[src/rtl/even_parity_rx.sv]
// Serial even-parity frame receiver: reassembles {data, parity} frames MSB first,
// flags parity errors, buffers one frame on a valid/ready port and keeps error stats.
module even_parity_rx #(
    parameter int DATA_W = 8,
    parameter int CNT_W  = 8
) (
    input  logic              clk,
    input  logic              rst_n,
    input  logic              bit_in,
    input  logic              bit_valid,
    input  logic              frame_start,
    output logic [DATA_W-1:0] out_data,
    output logic              out_perr,
    output logic              out_valid,
    input  logic              out_ready,
    output logic [CNT_W-1:0]  err_cnt,
    output logic              overflow,
    input  logic              err_clr
);

    localparam int                BCNT_W   = $clog2(DATA_W + 1);
    localparam logic [BCNT_W-1:0] LAST_BIT = BCNT_W'(DATA_W);
    localparam logic [CNT_W-1:0]  CNT_MAX  = '1;

    typedef enum logic {
        IDLE,
        SHIFT
    } state_e;

    state_e            state_q, state_d;
    logic [BCNT_W-1:0] bit_cnt_q, bit_cnt_d;
    logic [DATA_W-1:0] shift_q, shift_d;

    logic [DATA_W-1:0] out_data_q, out_data_d;
    logic              out_perr_q, out_perr_d;
    logic              out_valid_q, out_valid_d;
    logic [CNT_W-1:0]  err_cnt_q, err_cnt_d;
    logic              overflow_q, overflow_d;

    logic frame_done;
    logic frame_perr;
    logic buf_free;

    // Frame assembly. The shift register only needs the payload: the parity
    // bit is consumed straight from bit_in on the completing edge.
    always_comb begin
        // NOTE: every signal gets a default first so no path leaves it unassigned (no latch).
        state_d    = state_q;
        bit_cnt_d  = bit_cnt_q;
        shift_d    = shift_q;
        frame_done = 1'b0;
        frame_perr = ^{shift_q, bit_in};

        if (bit_valid) begin
            shift_d = {shift_q[DATA_W-2:0], bit_in};
        end

        case (state_q)
            IDLE: begin
                if (bit_valid) begin
                    state_d   = SHIFT;
                    bit_cnt_d = BCNT_W'(1);
                end
            end
            SHIFT: begin
                if (bit_valid) begin
                    // The parity bit always completes; frame_start only restarts earlier bits.
                    if (bit_cnt_q == LAST_BIT) begin
                        frame_done = 1'b1;
                        state_d    = IDLE;
                        bit_cnt_d  = '0;
                    end else if (frame_start) begin
                        bit_cnt_d = BCNT_W'(1);
                    end else begin
                        bit_cnt_d = bit_cnt_q + BCNT_W'(1);
                    end
                end else if (frame_start) begin
                    state_d   = IDLE;
                    bit_cnt_d = '0;
                end
            end
            default: begin
                state_d   = IDLE;
                bit_cnt_d = '0;
            end
        endcase
    end

    // One-entry output buffer and statistics.
    always_comb begin
        buf_free    = !out_valid_q || out_ready;
        out_data_d  = out_data_q;
        out_perr_d  = out_perr_q;
        out_valid_d = out_valid_q;
        overflow_d  = overflow_q;
        err_cnt_d   = err_cnt_q;

        if (frame_done && buf_free) begin
            out_data_d  = shift_q;
            out_perr_d  = frame_perr;
            out_valid_d = 1'b1;
        end else if (out_valid_q && out_ready) begin
            out_valid_d = 1'b0;
        end

        // A same-edge event beats err_clr for both statistics.
        if (frame_done && !buf_free) begin
            overflow_d = 1'b1;
        end else if (err_clr) begin
            overflow_d = 1'b0;
        end

        if (frame_done && frame_perr) begin
            if (err_clr) begin
                err_cnt_d = CNT_W'(1);
            end else if (err_cnt_q != CNT_MAX) begin
                err_cnt_d = err_cnt_q + CNT_W'(1);
            end
        end else if (err_clr) begin
            err_cnt_d = '0;
        end
    end

    // NOTE: state is updated with non-blocking assignments so all flops sample pre-edge values.
    always_ff @(posedge clk) begin
        if (!rst_n) begin
            state_q     <= IDLE;
            bit_cnt_q   <= '0;
            shift_q     <= '0;
            out_data_q  <= '0;
            out_perr_q  <= 1'b0;
            out_valid_q <= 1'b0;
            err_cnt_q   <= '0;
            overflow_q  <= 1'b0;
        end else begin
            state_q     <= state_d;
            bit_cnt_q   <= bit_cnt_d;
            shift_q     <= shift_d;
            out_data_q  <= out_data_d;
            out_perr_q  <= out_perr_d;
            out_valid_q <= out_valid_d;
            err_cnt_q   <= err_cnt_d;
            overflow_q  <= overflow_d;
        end
    end

    assign out_data  = out_data_q;
    assign out_perr  = out_perr_q;
    assign out_valid = out_valid_q;
    assign err_cnt   = err_cnt_q;
    assign overflow  = overflow_q;

endmodule
[config.mk]
export PLATFORM = sky130hd
export DESIGN_NAME = even_parity_rx
export DESIGN_NICKNAME = d
export VERILOG_FILES = /design/src/rtl/even_parity_rx.sv
export SDC_FILE = /design/constraint.sdc
export NUM_CORES = 1
export LEC_CHECK = 0
export BUFFER_PORTS_ARGS = -buffer_cell sky130_fd_sc_hd__buf_2
export CAP_MARGIN = 15
export CELL_PAD_IN_SITES_DETAIL_PLACEMENT = 0
export CELL_PAD_IN_SITES_GLOBAL_PLACEMENT = 1
export CORE_MARGIN = 2
export CORE_UTILIZATION = 40
export CTS_CLUSTER_SIZE = 12
export DETAILED_ROUTE_END_ITERATION = 8
export GPL_TIMING_DRIVEN = 0
export PLACE_DENSITY_LB_ADDON = 0.1
export RECOVER_POWER = 50
export SETUP_SLACK_MARGIN = 0.3
export SLEW_MARGIN = 30
export SYNTH_ARGS = -nofsm -noshare
export SYNTH_HDL_FRONTEND = slang
export SYNTH_SLANG_ARGS = --single-unit
[constraint.sdc]
create_clock -name clk -period 2.2 [get_ports clk]
set_input_delay 0.22 -clock clk [delete_from_list [all_inputs] [get_ports clk]]
set_output_delay 0.22 -clock clk [all_outputs]
set_load 0.005 [all_outputs]
==> results.md, run 1 <==
* Worst-case clock buffer depth at 2
* Syn nets at 179
* First-pass GRT wire length at 5710 µm
* Final setup viols at 0
* Largest net degree at the start of global routing at 11
* Most frequent cells in the layout: dfxtp_1, nand2_1, buf_2
* Antenna cells at 0
* Fillers at 372
* Setup TNS at 0 ns
* Final hold violation count at 0
* Wirelength, routed at 3430 µm
* Via/cell ratio at 5.21
* WS Path Type: flop to flop
* Final Skew at 0.00528 ns
* Initial DRC Count at 49
* Initial antenna violation count at 0
* Final period utilization at 86.5%
* Vias at 1317
* F_max at 0.526 GHz
* Clk_lat worst skew at 0.28 ns
* Leak Pwr at 0.724 nW
* Grt ovf at 0
* RD Place Congestion at 0.739
* Slew margin rel. at 60.7%
* Initial Util at 41.5%
* Critical Path End Type: flop
* Worst endpoint data arrival time at 2.12 ns
* VDD IR max at 482 µV
* Count of different cell masters after synthesis at 35
* Status: finished clean
* Total of max-cap violations at 0
* Post-DP HPWL at 2520 µm
* Number of global-route vias before repair at 1292
* Tightest Pin Transition at 0.589 ns
* CP cell instances: xnor2_2 -> xnor3_2 -> xnor2_4 -> or4_1 -> a21boi_1
* Die Wd at 65.6 µm
* Placement row count at 22
* Clock transition at the registers of the reported paths at 0.07 ns
* Syn_area_per_cell at 8.99 µm²
* Clock sink total at 32
* Layout cells sized above 1 at 21.5%
* CTS H-Tree Depth at 2
* Clock buffer count from CTS at 5
* Most common cell after layout, fill and taps aside: dfxtp_1
* Gr usage total at 17.7%
* CP peak stage delay at 0.52 ns
* ANT nets after route at 0
* Yosys warnings at 0
* Multi-input logic area at 892 µm²
* CTS tree: done
* Seq cells post-synth at 32
* Synthesized cell area at 0.00152 mm²
* Sequential element share of the synthesized area at 42.2%
* Cell area power density at 622 mW/mm²
* Sequential Area at 643 µm²
* # port buffers at 24
* Final Max Slew Viols at 0
* Hold WC Path Type: input port to flop
* DR pass1 iterations at 4
* Layout area overhead at 23.0%
* Post-Layout Inst Area at 0.00187 mm²
* Root Driver: clkbuf_8
* DRC viols at 0
* Placed instance area at 0.00170 mm²
* CP max FO at 5
* Die height at 65.6 µm
* CP Launch Type: flop
* DIE AREA at 0.00431 mm²
* Core area at 0.00366 mm²
* Final nets at 214
* WL per Instance at 13.6 µm
* Min Clock Period, post-route at 1.90 ns
* CP max stage cell: or4_1
* Cells after synthesis at 169
* Required @ worst endpoint at 2.42 ns
* RSZ-0062 raised after global routing: true
* IO Count at 26
==> per-layer routing <==
metal / vias up / GRT usage, % / wire, µm
met4: 0 / 7.03 / 59
met2: 19 / 32.2 / 1810
li1: 664 / - / -
met3: 7 / 4.11 / 107
met1: 627 / 19.6 / 1460
met5: - / 0 / 0
==> flip-flops by register name, summed over array words and instances, names as in the netlist <==
register / cells
state_q: 1
out_valid: 1
err_cnt: 8
shift_q: 8
bit_cnt_q: 4
out_perr: 1
overflow: 1
out_data: 8
==> timing repair <==
| action | in CTS | in global routing |
|---|---|---|
| setup endpoints to repair | 2 | 16 |
| hold buffers | 0 | 0 |
| setup buffers | 4 | 0 |
| gates resized for setup | 6 | 6 |
| pin swaps | 3 | 0 |
| hold endpoints to repair | 0 | 0 |
==> report_power, final <==
group | internal [mW] | switching [mW]
Combinational | 0.0551 | 0.0534
Sequential | 0.585 | 0.00636
Clock | 0.249 | 0.214
Total | 0.889 | 0.273
==> critical path: cells and delay by family, from the launching register on <==
family / cells / cell delay (ns)
simple gates: 1 / 0.52
flops: 1 / 0.37
compound gates: 1 / 0.14
xor+xnor: 3 / 0.80
==> synth_stat cells <==
cell type | n | area (µm²)
o21ai_0 | 9 | 45.0
o211a_1 | 1 | 10.0
nand3_1 | 15 | 75.1
nor2_1 | 7 | 26.3
xnor2_1 | 3 | 26.3
or4_1 | 1 | 7.51
inv_1 | 3 | 11.3
and4_1 | 1 | 8.76
a21boi_0 | 14 | 105
xor2_1 | 3 | 26.3
or3b_2 | 1 | 8.76
mux2i_1 | 11 | 110
mux2_2 | 1 | 11.3
a21boi_1 | 1 | 7.51
and3_1 | 1 | 6.26
nor4_1 | 1 | 6.26
dfxtp_1 | 32 | 641
xnor3_2 | 1 | 23.8
and3b_1 | 1 | 8.76
or3_1 | 1 | 6.26
nand4_1 | 4 | 25.0
o2111ai_1 | 1 | 8.76
nand2_1 | 18 | 67.6
a31o_2 | 1 | 8.76
nand3b_1 | 2 | 15.0
nor2b_1 | 12 | 75.1
o21ai_1 | 1 | 5.00
xnor2_2 | 1 | 16.3
nor3_1 | 3 | 15.0
ha_1 | 3 | 37.5
buf_1 | 1 | 3.75
a21oi_1 | 3 | 15.0
o31ai_1 | 1 | 7.51
clkbuf_1 | 6 | 22.5
nand2b_1 | 4 | 25.0
==> cell type report <==
class / instances / share of cell area, %
Buffer: 7 / 1.47
Inverter: 3 / 0.603
Multi-Input combinational cell: 127 / 47.8
Clock buffer: 6 / 4.42
Sequential cell: 32 / 34.4
Tap cell: 48 / 3.22
Timing Repair Buffer: 28 / 7.57
Clock inverter: 2 / 0.536
==> logic make-up (layout without fill, tap and decap cells) <==
group,Yosys count,count (layout),synth area share [%]
XOR/XNOR,8,8,6.10
adder cells (fa/ha/maj),3,3,2.47
AO/OA/AOI/OAI,32,32,14.0
flip-flops,32,32,42.2
buffers and inverters,10,46,2.47
multiplexers,12,12,7.99
AND/OR/NAND/NOR,72,72,24.8
==> through the flow <==
step                hold WS, ns  setup WS, ns  power, mW  instances  util, %
detailed placement        0.455         0.177      0.682        241     46.4
global placement          0.453         0.232      0.678        241     46.4
finish                    0.271         0.298       1.16        253     51.0
global route              0.298         0.227       1.22        253     51.0
CTS                       0.270         0.283       1.17        253     50.6
floorplan                 0.374         0.340      0.658        169        -
==> path summary, 6_finish.rpt <==
check / from / to / slack (ns) / cells after the start
max: shift_q[0] / err_cnt[3] / 0.30 / 5
min: bit_in / shift_q[0] / 0.27 / 3
max reg2reg: shift_q[0] / err_cnt[3] / 0.30 / 5
min reg2reg: out_data[2] / out_data[2] / 0.46 / 2
No activity file was read; power rests on OpenSTA's default activity.
==> inputs of run 2 (changes only) <==
- GPL_TIMING_DRIVEN: 0 -> 1
==> results.md, run 2 (synthesis gave the netlist of run 1 again) <==
* Fin Hold WS at 0.260 ns (-0.0113 ns)
* RSZ-0062 raised after global routing: false
* Min Clock Period, post-route at 1.86 ns (-0.0407 ns)
* Leak Pwr at 0.733 nW (+1.2%)
* Reg2reg path depth at 5 (unchanged)
* Initial antenna violation count at 0 (unchanged)
* DR pass1 iterations at 4 (unchanged)
* DIE AREA at 0.00431 mm² (unchanged)
* Post-CTS Hold Buffers at 0 (unchanged)
* Status: finished clean
* CP max FO at 5 (unchanged)
* Critical Path End Type: flop
* Largest net degree at the start of global routing at 27 (+16)
* Detail Route met3 WL at 139 µm (+30%)
* Hold Crit Start: bit_in
* Initial DRC Count at 93 (+90%)
* Total of max-cap violations at 0 (unchanged)
* Die Wd at 65.6 µm (unchanged)
* Final hold violation count at 0 (unchanged)
* Antenna cells at 0 (unchanged)
* F_max at 0.537 GHz (+2.2%)
* Hold path endpoint: shift_q[0]
* Final period utilization at 84.6% (-1.8 points)
* Layout Cells excl Fill at 252 (-0.40%)
* Die height at 65.6 µm (unchanged)
* RD Place Congestion at 0.820 (+11%)
* Fillers at 381 (+2.4%)
* Via/cell ratio at 5.14 (-1.2%)
* CTS tree: done
* CP Launch Type: flop
* Final setup viols at 0 (unchanged)
* Most frequent cells in the layout: dfxtp_1, buf_2, nand2_1
* Setup TNS at 0 ns (unchanged)
* Sequential Area at 643 µm² (unchanged)
* Clock transition at the registers of the reported paths at 0.07 ns (about the same)
* IO Count at 26 (unchanged)
* R2r endpoint: err_cnt[6]
* Most common cell after layout, fill and taps aside: dfxtp_1
* # port buffers at 25 (+4.2%)
* Layout area overhead at 25.1%
* Worst-case clock buffer depth at 2 (unchanged)
* CTS H-Tree Depth at 2 (unchanged)
* Required @ worst endpoint at 2.41 ns (about the same)
* First-pass GRT wire length at 5970 µm (+4.5%)
* R2R Path Start: shift_q[5]
* Routed wl met2 at 1590 µm (-12%)
* WL per Instance at 13.0 µm (-3.9%)
* Core area at 0.00366 mm² (unchanged)
* Post-layout util at 51.9% (+0.89 points)
* Worst endpoint data arrival time at 2.08 ns (-0.04 ns)
* WS Path Type: flop to flop
* Clock buffer count from CTS at 5 (unchanged)
* VDD IR max at 373 µV (-23%)
* DP Cell Count at 240 (-0.41%)
* Layout cells sized above 1 at 25.0% (+3.5 points)
* Flop2flop setup slack at 0.34 ns (+0.04 ns)
* Placement row count at 22 (unchanged)
* Max layer used: met4
* Grt ovf at 0 (unchanged)
* Wirelength, routed at 3280 µm (-4.3%)
* Gr usage total at 18.3% (+0.63 points)
* Clock sink total at 32 (unchanged)
* Initial Util at 41.5% (unchanged)
* Cell area power density at 608 mW/mm² (-2.3%)
* Final Max Slew Viols at 0 (unchanged)
* DRC viols at 0 (unchanged)
* ANT nets after route at 0 (unchanged)
* Post-DP HPWL at 2340 µm (-7.0%)
* Slew margin rel. at 76.2% (+15 points)
* Final nets at 213 (-0.47%)
* Vias at 1296 (-1.6%)
* Clk_lat worst skew at 0.28 ns (about the same)
* Final Skew at 0.00522 ns (-0.0000601 ns)
* Root Driver: clkbuf_8
* Tightest Pin Transition at 0.355 ns (-0.234 ns)
* Multi-input logic area at 912 µm² (+2.2%)
* WHS Path Cells at 3 (unchanged)
* Hold WC Path Type: input port to flop
* Number of global-route vias before repair at 1327 (+2.7%)
* Wl on met1 at 1500 µm (+2.7%)
[run 2: cell types whose count changed in the layout (fill, tap and decap cells not counted), sizes merged]
cell | before | now
buf | 21 | 27
clkbuf | 20 | 13
[run 2: per-stage QoR]
step	area, µm²	power (mW)	setup slack (ns)
3_3_place_gp	1720	0.679	0.284
5_1_grt	1900	1.21	0.219
6_report	1900	1.16	0.339
4_1_cts	1850	1.17	0.307
3_5_place_dp	1720	0.681	0.203
2_1_floorplan	1520	0.658	0.340
[run 2: worst max-delay path by stage]
stage / startpoint / end / slack [ns] / cells past startpoint
6_report: shift_q[5] / err_cnt[6] / 0.34 / 5
5_1_grt: shift_q[5] / err_cnt[6] / 0.22 / 5
4_1_cts: shift_q[1] / err_cnt[3] / 0.31 / 5
3_5_place_dp: shift_q[5] / err_cnt[3] / 0.20 / 5
3_3_place_gp: shift_q[5] / err_cnt[3] / 0.28 / 5
2_1_floorplan: shift_q[5] / err_cnt[3] / 0.34 / 5
[run 2: metal layers]
| layer | vias to the layer above | track usage, % |
|---|---|---|
| met5 | - | 0 |
| met4 | 0 | 9.64 |
| li1 | 658 | - |
| met3 | 5 | 4.11 |
| met2 | 26 | 32.2 |
| met1 | 607 | 20.4 |
[run 2: area by class of cell]
class	instances	share of cell area (%)
sequential	32	33.8
timing repair buffer	34	9.55
inverter	3	0.592
tap	48	3.16
multi-input combinational	127	48.0
clock inverter	2	0.527
clock buffer	6	4.34
[run 2: what timing repair did]
item,CTS,global route
setup buffers,3,1
pin swaps,4,5
endpoints found under the setup margin,2,17
resized for setup,5,14
[run 2: where the power goes]
group	leakage (nW)	switching, mW	internal [mW]
Clock	0.0510	0.213	0.249
Combinational	0.423	0.0491	0.0534
Sequential	0.259	0.00552	0.585
[run 2: critical path, stage by stage, from the launching register on]
cell and delay (ns):
dfxtp_1 0.43, xor2_2 0.17, xnor3_2 0.41, xnor2_4 0.19, nor4_1 0.37, mux2i_1 0.23
==> inputs of run 3 (changes only) <==
- clock period: 2.2 -> 1.77 ns (I/O delays scaled with it)
==> results.md, run 3 (synthesis gave the netlist of run 1 again) <==
* Vias at 1359 (+4.9%)
* Antenna cells at 0 (unchanged)
* Post-DP HPWL at 2370 µm (+1.2%)
* DRC viols at 0 (unchanged)
* Root Driver: clkbuf_8
* Largest net degree at the start of global routing at 27 (unchanged)
* Flop2flop setup slack at 0.006 ns (-0.33 ns)
* Placed instance area at 0.00182 mm² (+5.8%)
* DIE AREA at 0.00431 mm² (unchanged)
* Final Skew at 0.00389 ns (-0.00133 ns)
* WHS Path Cells at 3 (unchanged)
* Layout area overhead at 43.4%
* Worst-case clock buffer depth at 2 (unchanged)
* CP max FO at 7 (+2)
* Tightest Pin Transition at 0.571 ns (+0.216 ns)
* Initial antenna violation count at 0 (unchanged)
* Setup TNS at 0 ns (unchanged)
* Final period utilization at 99.7% (+15 points)
* Layout cells sized above 1 at 42.3% (+17 points)
* Clock transition at the registers of the reported paths at 0.07 ns (about the same)
* First-pass GRT wire length at 6000 µm (+0.59%)
* F_max at 0.567 GHz (+5.5%)
* Hold path endpoint: shift_q[0]
* Core area at 0.00366 mm² (unchanged)
* CTS H-Tree Depth at 2 (unchanged)
* Hold WC Path Type: input port to flop
* Slew margin rel. at 61.9% (-14 points)
* IO Count at 26 (unchanged)
* Clock sink total at 32 (unchanged)
* Final hold violation count at 0 (unchanged)
* Wirelength, routed at 3530 µm (+7.4%)
* DR pass1 iterations at 4 (unchanged)
* Via/cell ratio at 5.03 (-2.1%)
* Leak Pwr at 0.863 nW (+18%)
* Min Clock Period, post-route at 1.76 ns (-0.0971 ns)
* Required @ worst endpoint at 1.99 ns (-0.42 ns)
* RD Place Congestion at 0.764 (-6.8%)
* Grt ovf at 0 (unchanged)
* Die Wd at 65.6 µm (unchanged)
* ANT nets after route at 0 (unchanged)
* R2R Path Start: shift_q[5]
* Clk_lat worst skew at 0.28 ns (about the same)
* PnR Total Power at 1.47 mW (+27%)
* Placement row count at 22 (unchanged)
* WS Path Type: flop to flop
* CP Launch Type: flop
* # port buffers at 25 (unchanged)
* Hold Crit Start: bit_in
* Status: finished clean
* Final nets at 231 (+8.5%)
* Fillers at 328 (-14%)
* Final Max Slew Viols at 0 (unchanged)
* Most frequent cells in the layout: dfxtp_1, buf_4, buf_2
* Worst endpoint data arrival time at 1.98 ns (-0.10 ns)
* Die height at 65.6 µm (unchanged)
* Initial DRC Count at 45 (-52%)
* CTS tree: done
* Post-Layout Inst Area at 0.00218 mm² (+15%)
* Initial Util at 41.5% (unchanged)
* Most common cell after layout, fill and taps aside: dfxtp_1
* Total of max-cap violations at 0 (unchanged)
* R2r endpoint: err_cnt[3]
* Final setup viols at 0 (unchanged)
* Post-CTS Hold Buffers at 0 (unchanged)
* Reg2reg path depth at 5 (unchanged)
* Cell area power density at 674 mW/mm² (+11%)
* RSZ-0062 raised after global routing: true
* Gr usage total at 18.4% (+0.12 points)
* Place WS at -0.00754 ns (-0.211 ns)
* Clock buffer count from CTS at 5 (unchanged)
* VDD IR max at 413 µV (+11%)
* Number of global-route vias before repair at 1339 (+0.90%)
* WL per Instance at 13.1 µm (+0.24%)
* Critical Path End Type: flop
* Final WS setup at 0.00579 ns (-0.333 ns)
[run 3: cell types whose count changed in the layout (fill, tap and decap cells not counted), sizes merged]
cell,before,now
buf,27,42
clkbuf,13,16
[run 3: final cells by class]
class	count	area (µm²)	share of cell area [%]
clock inverters	2	10.0	0.460
inverters	3	11.3	0.517
repair buffers	52	339	15.6
multi-input cells	127	1030	47.2
well taps	48	60.1	2.76
clock buffers	6	82.6	3.79
flip-flops and latches	32	647	29.7
[run 3: timing repair]
item | in CTS | in global routing
pin swaps | 19 | 9
cloned | 0 | 0
buffers inserted | 9 | 3
setup endpoints to repair | 18 | 18
resized for setup | 46 | 18
[run 3: metal layers]
layer	share of wire [%]	vias up	track usage, %
li1	-	696	-
met1	46	635	21.8
met2	49	21	31.1
met3	4.1	7	5.14
met4	1.5	0	7.81
met5	0	-	0
[run 3: worst max path at each step]
stage | startpoint | depth (start not counted) | end
2_1_floorplan | shift_q[0] | 5 | err_cnt[3]
3_3_place_gp | bit_in | 6 | err_cnt[3]
3_5_place_dp | bit_in | 6 | err_cnt[3]
4_1_cts | shift_q[0] | 5 | err_cnt[3]
5_1_grt | shift_q[0] | 5 | err_cnt[3]
6_report | shift_q[5] | 5 | err_cnt[3]
[run 3: power breakdown]
part	leakage (nW)	switching, mW	internal [mW]	total [mW]
registers	0.261	0.00592	0.727	0.733
logic	0.551	0.0760	0.0800	0.156
clock network	0.0510	0.270	0.310	0.580
[run 3: per-stage QoR]
step | util [%] | instances | hold slack (ns)
CTS | 57.8 | 267 | 0.206
floorplan | - | 169 | 0.331
finish | 59.5 | 270 | 0.213
global route | 59.5 | 270 | 0.241
detailed placement | 49.6 | 250 | 0.454
global placement | 49.6 | 250 | 0.448
[run 3: critical path: stages, from the launching register on]
cell	delay, ns
dfxtp_2	0.35
xor2_2	0.18
xnor3_2	0.43
xnor2_4	0.20
or4_1	0.41
a21boi_1	0.12
